File: config.mk
export PLATFORM = sky130hd
export DESIGN_NAME = pc_sequencer_flat
export DESIGN_NICKNAME = d
export VERILOG_FILES = /design/src/rtl/pc_sequencer_pkg.sv /design/src/rtl/pc_sequencer_if.sv /design/src/rtl/pc_sequencer_branch_cond.sv /design/src/rtl/pc_sequencer.sv /design/src/flat_wrapper.sv
export SDC_FILE = /design/constraint.sdc
export NUM_CORES = 1
export LEC_CHECK = 0
export BUFFER_PORTS_ARGS = -buffer_cell sky130_fd_sc_hd__buf_2
export CORE_MARGIN = 10
export CORE_UTILIZATION = 48
export DETAILED_ROUTE_END_ITERATION = 10
export PLACE_DENSITY = 0.88
export SLEW_MARGIN = 40
export SYNTH_ARGS = -nofsm -noshare
export SYNTH_HDL_FRONTEND = slang
export SYNTH_SLANG_ARGS = --single-unit
File: constraint.sdc
create_clock -name clk -period 3.3 [get_ports clk]
set_input_delay 0.495 -clock clk [delete_from_list [all_inputs] [get_ports clk]]
set_output_delay 0.495 -clock clk [all_outputs]
set_load 0.01 [all_outputs]
File: src/rtl/pc_sequencer_pkg.sv
// Shared types for the RV32I PC sequencer.
// State and trap-cause encodings, branch funct3 codes, target helper.
package pc_seq_pkg;

    typedef enum logic [1:0] {
        FETCH = 2'b00,
        EXEC  = 2'b01,
        HALT  = 2'b10,
        TRAP  = 2'b11
    } state_e;

    typedef enum logic [1:0] {
        NONE     = 2'b00,
        MISALIGN = 2'b01,
        TIMEOUT  = 2'b10,
        ILLEGAL  = 2'b11
    } cause_e;

    localparam logic [2:0] F3_BEQ  = 3'b000;
    localparam logic [2:0] F3_BNE  = 3'b001;
    localparam logic [2:0] F3_BLT  = 3'b100;
    localparam logic [2:0] F3_BGE  = 3'b101;
    localparam logic [2:0] F3_BLTU = 3'b110;
    localparam logic [2:0] F3_BGEU = 3'b111;

    // JALR drops bit 0 of the computed address; other targets pass through.
    function automatic logic [31:0] jump_target(
        input logic [31:0] a,
        input logic        is_jalr
    );
        return is_jalr ? {a[31:1], 1'b0} : a;
    endfunction

endpackage

File: src/rtl/pc_sequencer_if.sv
// Bus between the PC sequencer and the rest of the core.
// master = sequencer side, slave = datapath / imem side.
interface pc_sequencer_if;

    logic        imem_req;
    logic [31:0] imem_addr;
    logic        imem_ready;
    logic        instr_valid;
    logic        stall;
    logic        branch;
    logic        jump;
    logic        jalr;
    logic [2:0]  funct3;
    logic        zero;
    logic        lt;
    logic        ltu;
    logic [31:0] alu_result;
    logic        halt_req;
    logic [31:0] pc;
    logic [31:0] pc_plus4;
    logic        next_pc_src;
    logic [31:0] next_pc;
    logic        trap;
    logic [1:0]  trap_cause;
    logic        halted;
    logic [31:0] instret;

    modport master (
        output imem_req, imem_addr, instr_valid,
        output pc, pc_plus4, next_pc_src, next_pc,
        output trap, trap_cause, halted, instret,
        input  imem_ready, stall, branch, jump, jalr,
        input  funct3, zero, lt, ltu, alu_result, halt_req
    );

    modport slave (
        input  imem_req, imem_addr, instr_valid,
        input  pc, pc_plus4, next_pc_src, next_pc,
        input  trap, trap_cause, halted, instret,
        output imem_ready, stall, branch, jump, jalr,
        output funct3, zero, lt, ltu, alu_result, halt_req
    );

endinterface

File: src/rtl/pc_sequencer_branch_cond.sv
// Branch condition evaluation from funct3 and ALU flags.
// Flags the two funct3 codes that are not valid branches.
module branch_cond
    import pc_seq_pkg::*;
(
    input  logic [2:0] i_funct3,
    input  logic       i_zero,
    input  logic       i_lt,
    input  logic       i_ltu,
    output logic       o_cond,
    output logic       o_illegal
);

    // Decode funct3 into the branch condition; 010/011 are illegal.
    always_comb begin
        o_cond    = 1'b0;
        o_illegal = 1'b0;
        case (i_funct3)
            F3_BEQ:  o_cond = i_zero;
            F3_BNE:  o_cond = ~i_zero;
            F3_BLT:  o_cond = i_lt;
            F3_BGE:  o_cond = ~i_lt;
            F3_BLTU: o_cond = i_ltu;
            F3_BGEU: o_cond = ~i_ltu;
            default: o_illegal = 1'b1;
        endcase
    end

endmodule

File: src/rtl/pc_sequencer.sv
// PC register, fetch handshake and next-PC resolution for RV32I.
// Misaligned targets, illegal branches and fetch timeouts trap stickily.
module pc_sequencer
    import pc_seq_pkg::*;
#(
    parameter logic [31:0] RESET_VEC    = 32'h0000_0000,
    parameter int          IMEM_TIMEOUT = 16,
    parameter int          CNT_W        = 5
) (
    input  logic           clk,
    input  logic           rst_n,
    pc_sequencer_if.master bus
);

    localparam bit              LP_TO_EN   = (IMEM_TIMEOUT != 0);
    localparam logic [CNT_W-1:0] LP_CNT_LAST = CNT_W'(IMEM_TIMEOUT - 1);

    state_e           r_state;
    cause_e           r_cause;
    logic [31:0]      r_pc;
    logic [31:0]      r_instret;
    logic [CNT_W-1:0] r_cnt;

    logic        w_cond;
    logic        w_illegal_f3;
    logic        w_bad_branch;
    logic        w_taken;
    logic        w_misalign;
    logic        w_in_exec;
    logic        w_timeout_hit;
    logic [31:0] w_target;
    logic [31:0] w_pc_plus4;
    logic [31:0] w_next_pc;
    logic        w_next_src;

    branch_cond u_branch_cond (
        .i_funct3  (bus.funct3),
        .i_zero    (bus.zero),
        .i_lt      (bus.lt),
        .i_ltu     (bus.ltu),
        .o_cond    (w_cond),
        .o_illegal (w_illegal_f3)
    );

    assign w_in_exec     = (r_state == EXEC);
    assign w_pc_plus4    = r_pc + 32'd4;
    assign w_target      = jump_target(bus.alu_result, bus.jalr);
    assign w_taken       = bus.jump | (bus.branch & w_cond);
    assign w_bad_branch  = bus.branch & w_illegal_f3;
    assign w_misalign    = w_taken & w_target[1];
    assign w_next_src    = w_in_exec & w_taken;
    assign w_next_pc     = w_next_src ? w_target : w_pc_plus4;
    assign w_timeout_hit = LP_TO_EN && (r_cnt == LP_CNT_LAST);

    // imem_req is gated by rst_n so it drops during a reset cycle.
    assign bus.imem_req    = rst_n & (r_state == FETCH);
    assign bus.imem_addr   = r_pc;
    assign bus.instr_valid = w_in_exec;
    assign bus.pc          = r_pc;
    assign bus.pc_plus4    = w_pc_plus4;
    assign bus.next_pc_src = w_next_src;
    assign bus.next_pc     = w_next_pc;
    assign bus.trap        = (r_state == TRAP);
    assign bus.trap_cause  = r_cause;
    assign bus.halted      = (r_state == HALT);
    assign bus.instret     = r_instret;

    // Sequencer FSM: fetch, execute/commit, and the absorbing halt/trap states.
    always_ff @(posedge clk) begin
        if (!rst_n) begin
            r_state   <= FETCH;
            r_cause   <= NONE;
            r_pc      <= RESET_VEC;
            r_instret <= 32'd0;
            r_cnt     <= '0;
        end else begin
            unique case (r_state)
                FETCH: begin
                    if (bus.imem_ready) begin
                        r_state <= EXEC;
                    end else if (w_timeout_hit) begin
                        r_state <= TRAP;
                        r_cause <= TIMEOUT;
                    end else begin
                        r_cnt <= r_cnt + CNT_W'(1);
                    end
                end
                EXEC: begin
                    if (bus.stall) begin
                        r_state <= EXEC;
                    end else if (bus.halt_req) begin
                        r_state   <= HALT;
                        r_instret <= r_instret + 32'd1;
                    end else if (w_bad_branch) begin
                        r_state <= TRAP;
                        r_cause <= ILLEGAL;
                    end else if (w_misalign) begin
                        r_state <= TRAP;
                        r_cause <= MISALIGN;
                    end else begin
                        r_state   <= FETCH;
                        r_pc      <= w_next_pc;
                        r_instret <= r_instret + 32'd1;
                        r_cnt     <= '0;
                    end
                end
                HALT: r_state <= HALT;
                TRAP: r_state <= TRAP;
            endcase
        end
    end

endmodule

File: src/flat_wrapper.sv
// flat-port wrapper written by rule: the top's interface ports become plain ports
module pc_sequencer_flat import pc_seq_pkg::*;
#(
    parameter logic [31:0] RESET_VEC    = 32'h0000_0000,
    parameter int          IMEM_TIMEOUT = 16,
    parameter int          CNT_W        = 5
)
  (clk, rst_n, bus_imem_req, bus_imem_addr, bus_instr_valid, bus_pc, bus_pc_plus4, bus_next_pc_src, bus_next_pc, bus_trap, bus_trap_cause, bus_halted, bus_instret, bus_imem_ready, bus_stall, bus_branch, bus_jump, bus_jalr, bus_funct3, bus_zero, bus_lt, bus_ltu, bus_alu_result, bus_halt_req);
  pc_sequencer_if bus_i ();
  input  logic clk;
  input  logic rst_n;
  output wire logic [$bits(bus_i.imem_req)-1:0] bus_imem_req;
  output wire logic [$bits(bus_i.imem_addr)-1:0] bus_imem_addr;
  output wire logic [$bits(bus_i.instr_valid)-1:0] bus_instr_valid;
  output wire logic [$bits(bus_i.pc)-1:0] bus_pc;
  output wire logic [$bits(bus_i.pc_plus4)-1:0] bus_pc_plus4;
  output wire logic [$bits(bus_i.next_pc_src)-1:0] bus_next_pc_src;
  output wire logic [$bits(bus_i.next_pc)-1:0] bus_next_pc;
  output wire logic [$bits(bus_i.trap)-1:0] bus_trap;
  output wire logic [$bits(bus_i.trap_cause)-1:0] bus_trap_cause;
  output wire logic [$bits(bus_i.halted)-1:0] bus_halted;
  output wire logic [$bits(bus_i.instret)-1:0] bus_instret;
  input wire logic [$bits(bus_i.imem_ready)-1:0] bus_imem_ready;
  input wire logic [$bits(bus_i.stall)-1:0] bus_stall;
  input wire logic [$bits(bus_i.branch)-1:0] bus_branch;
  input wire logic [$bits(bus_i.jump)-1:0] bus_jump;
  input wire logic [$bits(bus_i.jalr)-1:0] bus_jalr;
  input wire logic [$bits(bus_i.funct3)-1:0] bus_funct3;
  input wire logic [$bits(bus_i.zero)-1:0] bus_zero;
  input wire logic [$bits(bus_i.lt)-1:0] bus_lt;
  input wire logic [$bits(bus_i.ltu)-1:0] bus_ltu;
  input wire logic [$bits(bus_i.alu_result)-1:0] bus_alu_result;
  input wire logic [$bits(bus_i.halt_req)-1:0] bus_halt_req;
  assign bus_imem_req = bus_i.imem_req;
  assign bus_imem_addr = bus_i.imem_addr;
  assign bus_instr_valid = bus_i.instr_valid;
  assign bus_pc = bus_i.pc;
  assign bus_pc_plus4 = bus_i.pc_plus4;
  assign bus_next_pc_src = bus_i.next_pc_src;
  assign bus_next_pc = bus_i.next_pc;
  assign bus_trap = bus_i.trap;
  assign bus_trap_cause = bus_i.trap_cause;
  assign bus_halted = bus_i.halted;
  assign bus_instret = bus_i.instret;
  assign bus_i.imem_ready = bus_imem_ready;
  assign bus_i.stall = bus_stall;
  assign bus_i.branch = bus_branch;
  assign bus_i.jump = bus_jump;
  assign bus_i.jalr = bus_jalr;
  assign bus_i.funct3 = bus_funct3;
  assign bus_i.zero = bus_zero;
  assign bus_i.lt = bus_lt;
  assign bus_i.ltu = bus_ltu;
  assign bus_i.alu_result = bus_alu_result;
  assign bus_i.halt_req = bus_halt_req;
  pc_sequencer #(.RESET_VEC(RESET_VEC), .IMEM_TIMEOUT(IMEM_TIMEOUT), .CNT_W(CNT_W)) u_core (.clk(clk), .rst_n(rst_n), .bus(bus_i));
endmodule
== After elaboration in Yosys (flattened, before gate mapping) ==
Cells that the tools add are included.
Storage, ports and cells
  input port bits: 46
  flip-flop bits (word level): 73
  word-level logic and storage cells: 77
Operators by class
  bitwise operators: 13
  $add $sub $neg: 3
  reduce and logical (&&, ||, !) cells: 8
  mux-type cells: 28
  equal/unequal tests: 20
Operators with widths (number)
  32-bit two-way mux: 4
  32-bit by 1-bit adder with 32-bit output (second input constant): 1
  32-bit by 3-bit adder with 32-bit output (second input constant): 1
  5-bit two-way mux: 6
  2-bit two-way mux: 12
  2-bit inequality test (second input constant): 8
  3-bit == test (second input constant): 4
  5-bit one-hot mux with 2 select lines: 1
  2-bit one-hot mux with 4 select lines: 1
  1-bit NOT: 7
  7-bit AND reduction: 1
  1-bit one-hot mux with 6 select lines: 1
  6-bit AND reduction: 1
  6-bit OR reduction: 1
  5-bit by 1-bit adder with 5-bit output (second input constant): 1
  1-bit AND: 5
  5-bit by 4-bit == test with 1-bit output (second input constant): 1
  5-bit AND reduction: 1
  2-bit == test (second input constant): 2
  2-bit one-hot mux with 2 select lines: 1
  4-bit AND reduction: 1
  3-bit by 1-bit == test with 1-bit output (second input constant): 1
  3-bit logical NOT: 1
  3-bit by 1-bit inequality test with 1-bit output (second input constant): 1
  7 further kinds: 8

== Longest topological paths before layout ==
  word-level depth: 10
  depth in mapped cells: 10

== Hierarchy ==
A second synthesis with hierarchy kept.
Second synthesis, totals
  cell total of the unflattened synthesis: 616
  area total of the unflattened synthesis: 4867.2 um2
By module, submodules not included
  pc_sequencer: area each 4820.9 um2, cells an instance 610, instances 1, seq. area each 1461.4 um2
  branch_cond: area each 46.3 um2, cells an instance 6, instances 1, seq. area each 0.0 um2

== Worst setup path after synthesis ==
No wires, ideal clock.
  path kind: flip-flop to output port
  start: register u_core.r_pc[2] (netlist: u_core.bus.imem_addr[2])
  end: output port bus_next_pc[30]
  buffers on the path: 0
  arrival: 2283 ps
  slack: 522 ps
  data required time: 2805 ps
  stages on the path, launching flop included: 8
  path through: dfxtp_1 ha_1 nand3_1 nor4_1 and3_1 nand4_1 xnor2_1 mux2_2
On the way
  cells in the longest elaborated chain, start to end: 2
RTL lines
  start: declaration: RTL line pc_sequencer.sv:20  | logic [31:0] r_pc;
  start signal: assignment: RTL line pc_sequencer.sv:102  | r_pc <= w_next_pc;
  32-bit by 3-bit adder with 32-bit output: RTL line pc_sequencer.sv:46  | assign w_pc_plus4 = r_pc + 32'd4;
  net bus_pc_plus4[30]: RTL line flat_wrapper.sv:16  | output wire logic [$bits(bus_i.pc_plus4)-1:0] bus_pc_plus4;
  32-bit two-way mux: RTL line pc_sequencer.sv:52  | assign w_next_pc = w_next_src ? w_target : w_pc_plus4;
  end: declaration: RTL line flat_wrapper.sv:18  | output wire logic [$bits(bus_i.next_pc)-1:0] bus_next_pc;
The timed path passes the listed nets, and every way through them passes these cells.

== Final worst setup path ==
  start: register u_core.r_pc[11] (netlist: u_core.bus.imem_addr[11])
  end: output port bus_next_pc[31]
On the way
  cells in the longest elaborated chain, start to end: 2
RTL lines (RTL line)
  32-bit by 3-bit adder with 32-bit output: pc_sequencer.sv:46
  32-bit two-way mux: pc_sequencer.sv:52
Every way passes these cells.

==> impl_metrics.py <==
metrics = {
    "worst_hold_path": {
        "hp-start": "u_core.r_cnt[4]",
        "whs_path_depth": 2,
        "min_to": "u_core.r_cnt[4]",
        "worstHoldPathType": "reg -> reg",
    },
    "setup_path": {
        "rrSetupSlack_ps": 850,
        "required_ps": 2800,
        "r2r_end": "u_core.bus.instret[23]",
        "critical_path_class": "reg -> out",
        "path_cells": "nand4_1 > nor4_2 > buf_4 > and3_1 > nand3_1 > xnor2_1 > mux2_2 > buf_2",
        "timing.rr.start": "u_core.r_state[0]",
        "cp-startpoint": "u_core.bus.imem_addr[11]",
        "critPathSlowestCell": "dfxtp_1",
        "crit_arrival_ps": 2640,
        "ff2ff_path_depth": 6,
        "worst_setup_path_end_kind": "output pin",
        "start_kind": "flop",
        "crit_path_max_fanout": 11,
        "slowest_delay_ps": 440,
    },
    "timing": {
        "hold_viol_final": 0,
        "finalCritPeriodShare_pct": 95.02,
        "worstMarginPinSlew_ps": 684.8,
        "fmax_mhz": 318.9,
        "relSlewSlack_pct": 54.15,
        "setup_viol_count_final": 0,
        "slew_viol_final": 0,
        "period_minus_slack_ps": 3136,
        "final.setup.tns_ps": 0,
        "rsz0062_at_grt": "no",
        "skew_ps": 7.812,
    },
    "finish": {
        "final_common_cell": "buf_2",
        "final_net_count": 867,
        "syn_to_final_growth_pct": 24.08,
        "stdcell_count": 955,
        "layout_common_cells": "buf_2, a21oi_1, dfxtp_1",
        "diodes": 0,
        "final_layout_size_suffix_gt1_share_pct": 35.52,
    },
    "grt": {
        "grt_first_pass_wirelength_mm": 26.32,
        "grt_max_degree": 40,
        "grt_pass1_vias": 5180,
        "antenna_found_initial": 0,
        "grt-ovfl-total": 0,
        "track_usage_pct": 21.46,
    },
    "flow_run": {
        "cap_violations": 0,
    },
    "logic_synthesis": {
        "yosys.area_share.simple_pct": 26.55,
        "yosysTopAreaCell": "dfxtp_1",
        "ys_types": 58,
        "syn_avg_cell_area_um2": 7.509,
        "synth_compound_area_share_pct": 19.83,
        "synthMuxAreaShare_pct": 5.666,
        "synth-seq-cells": 73,
        "ys.warnings.count": 0,
        "ys.flop_type": "dfxtp_1",
        "synth-edff-count": 0,
        "synth.top_cell.area_share_pct": 30.08,
        "synthAdderAreaFrac_pct": 1.030,
        "syn_nets": 697,
        "seq_area_frac_synth_pct": 30.08,
        "synthesis.area_um2": 4858,
        "synth_xor_area_share_pct": 6.670,
        "syn-instance-count": 647,
        "async_reset_ff_share_pct": 0,
        "synth_area_leaders": "dfxtp_1, a21oi_1, buf_4",
        "synth_top_family_by_area": "simple AND/OR/NAND/NOR gates",
    },
    "drt": {
        "antenna_left": 0,
        "drt_iter0_markers": 402,
        "routed_wl_mm": 16.10,
        "vias": 5318,
        "avgViaCountPerCell": 5.569,
        "drc_errors": 0,
        "wl_per_cell_um": 16.86,
        "dr.pass1.iters": 5,
    },
    "floorplan": {
        "die_w_um": 120.6,
        "ioPinCount": 213,
        "row_count": 36,
        "die-height_um": 120.6,
        "start_util_pct": 49.48,
        "die_area_um2": 14550,
        "core_area_um2": 9819,
    },
    "power": {
        "leakage_nw": 2.776,
        "peakVddDrop_mv": 0.2219,
        "p_per_area_nw_per_um2": 312.0,
    },
    "clocking": {
        "clk_pin_slew_ps": 80,
        "cts_buffers": 9,
        "cts_tree": "done",
        "numClockSinks": 73,
        "htree_levels": 3,
        "post-cts-setup-buffers": 0,
        "clockBufferDepth": 2,
        "cts_root_buf": "clkbuf_8",
        "clk-insertion-delay-late_ps": 340,
    },
    "run_status": {
        "status": "finished clean",
    },
    "place": {
        "dp_hpwl_mm": 12.27,
        "placed_cells": 939,
        "numPortBuffers": 212,
        "gp_congestion": 0.9053,
    },
}
Yosys cell counts, types with 4 or more instances:
| library cell | instances |
|---|---|
| nand2b_1 | 4 |
| dfxtp_1 | 73 |
| inv_1 | 16 |
| o21ai_0 | 30 |
| mux2i_1 | 5 |
| clkbuf_1 | 29 |
| buf_4 | 36 |
| xnor2_1 | 28 |
| or3_1 | 20 |
| xor2_1 | 9 |
| or2_2 | 5 |
| a21oi_1 | 82 |
| ha_1 | 4 |
| nor4_1 | 5 |
| o21a_1 | 6 |
| o22ai_1 | 22 |
| nor2_1 | 58 |
| o211ai_1 | 5 |
| nor3_1 | 27 |
| nand2_1 | 58 |
| and3_1 | 9 |
| nand3_1 | 23 |
| and2_1 | 5 |
| nand4_1 | 13 |
| mux2_2 | 20 |
| nor2b_1 | 4 |
| o31ai_1 | 7 |
logic make-up after synthesis:
kind of cell,Yosys count
and+or+nand+nor,252
adders and majority gates,4
AOI/OAI and AO/OA,167
buffers and inverters,89
xor gates and xnor gates,37
muxes,25
DFF,73
where the power goes:
group	internal [mW]	switching [mW]	leakage, nW
logic	0.110	0.171	2.09
registers	0.890	0.0132	0.589
clock network	0.349	0.348	0.0994
state kept, by name (all words and copies together) (netlist names):
| name | count |
|---|---|
| u_core.bus.imem_addr | 32 |
| u_core.bus.trap_cause | 2 |
| u_core.r_state | 2 |
| u_core.bus.instret | 32 |
| u_core.r_cnt | 5 |
final cells by class:
class / instances / area [um2]
clock inverters: 7 / 70.07
well taps: 133 / 166.4
multi-input cells: 485 / 2935
inverters: 16 / 60.06
flip-flops and latches: 73 / 1461
repair buffers: 232 / 1211
fillers: 934 / 3791
clock buffers: 9 / 123.9
per-stage QoR:
step	hold WS (ps)	total power [mW]	worst slack (ps)	utilization, %	area, um2
floorplan	436.3	1.091	522.4	-	4858
global placement	447.6	1.202	562.8	59.29	5822
detailed placement	448.3	1.205	522.9	59.29	5822
CTS	451.0	1.901	136.9	61.26	6016
global route	473.5	1.969	21.55	61.39	6028
finish	458.4	1.881	164.2	61.39	6028
repair_timing:
| item | CTS | global route |
|---|---|---|
| setup endpoints to repair | 0 | 5 |
| hold buffers | 0 | 0 |
| gates resized for setup | 0 | 2 |
metal layers:
metal | vias to the layer above | wire length (um) | GRT usage (%)
li1 | 2618 | - | -
met5 | - | 0 | 0
met1 | 2437 | 6550 | 24.61
met4 | 0 | 243 | 6.033
met3 | 24 | 1250 | 6.142
met2 | 239 | 8054 | 37.93
how the worst max path moves through the flow:
| stage | to | slack (ps) |
|---|---|---|
| after floorplan | bus_next_pc[30] | 520 |
| after global placement | bus_next_pc[30] | 560 |
| after detailed placement | bus_next_pc[30] | 520 |
| after CTS | bus_next_pc[30] | 140 |
| after global routing | bus_next_pc[31] | 20 |
| final | bus_next_pc[31] | 160 |
worst max-delay path, delay by kind of cell (launching register included):
kind	cells	cell delay, ps
XOR/XNOR	1	190
AND/OR/NAND/NOR	4	1030
multiplexers	1	270
flip-flops	1	440
buffers and inverters	2	370
Note: power is estimated with default switching activity, not from simulation.
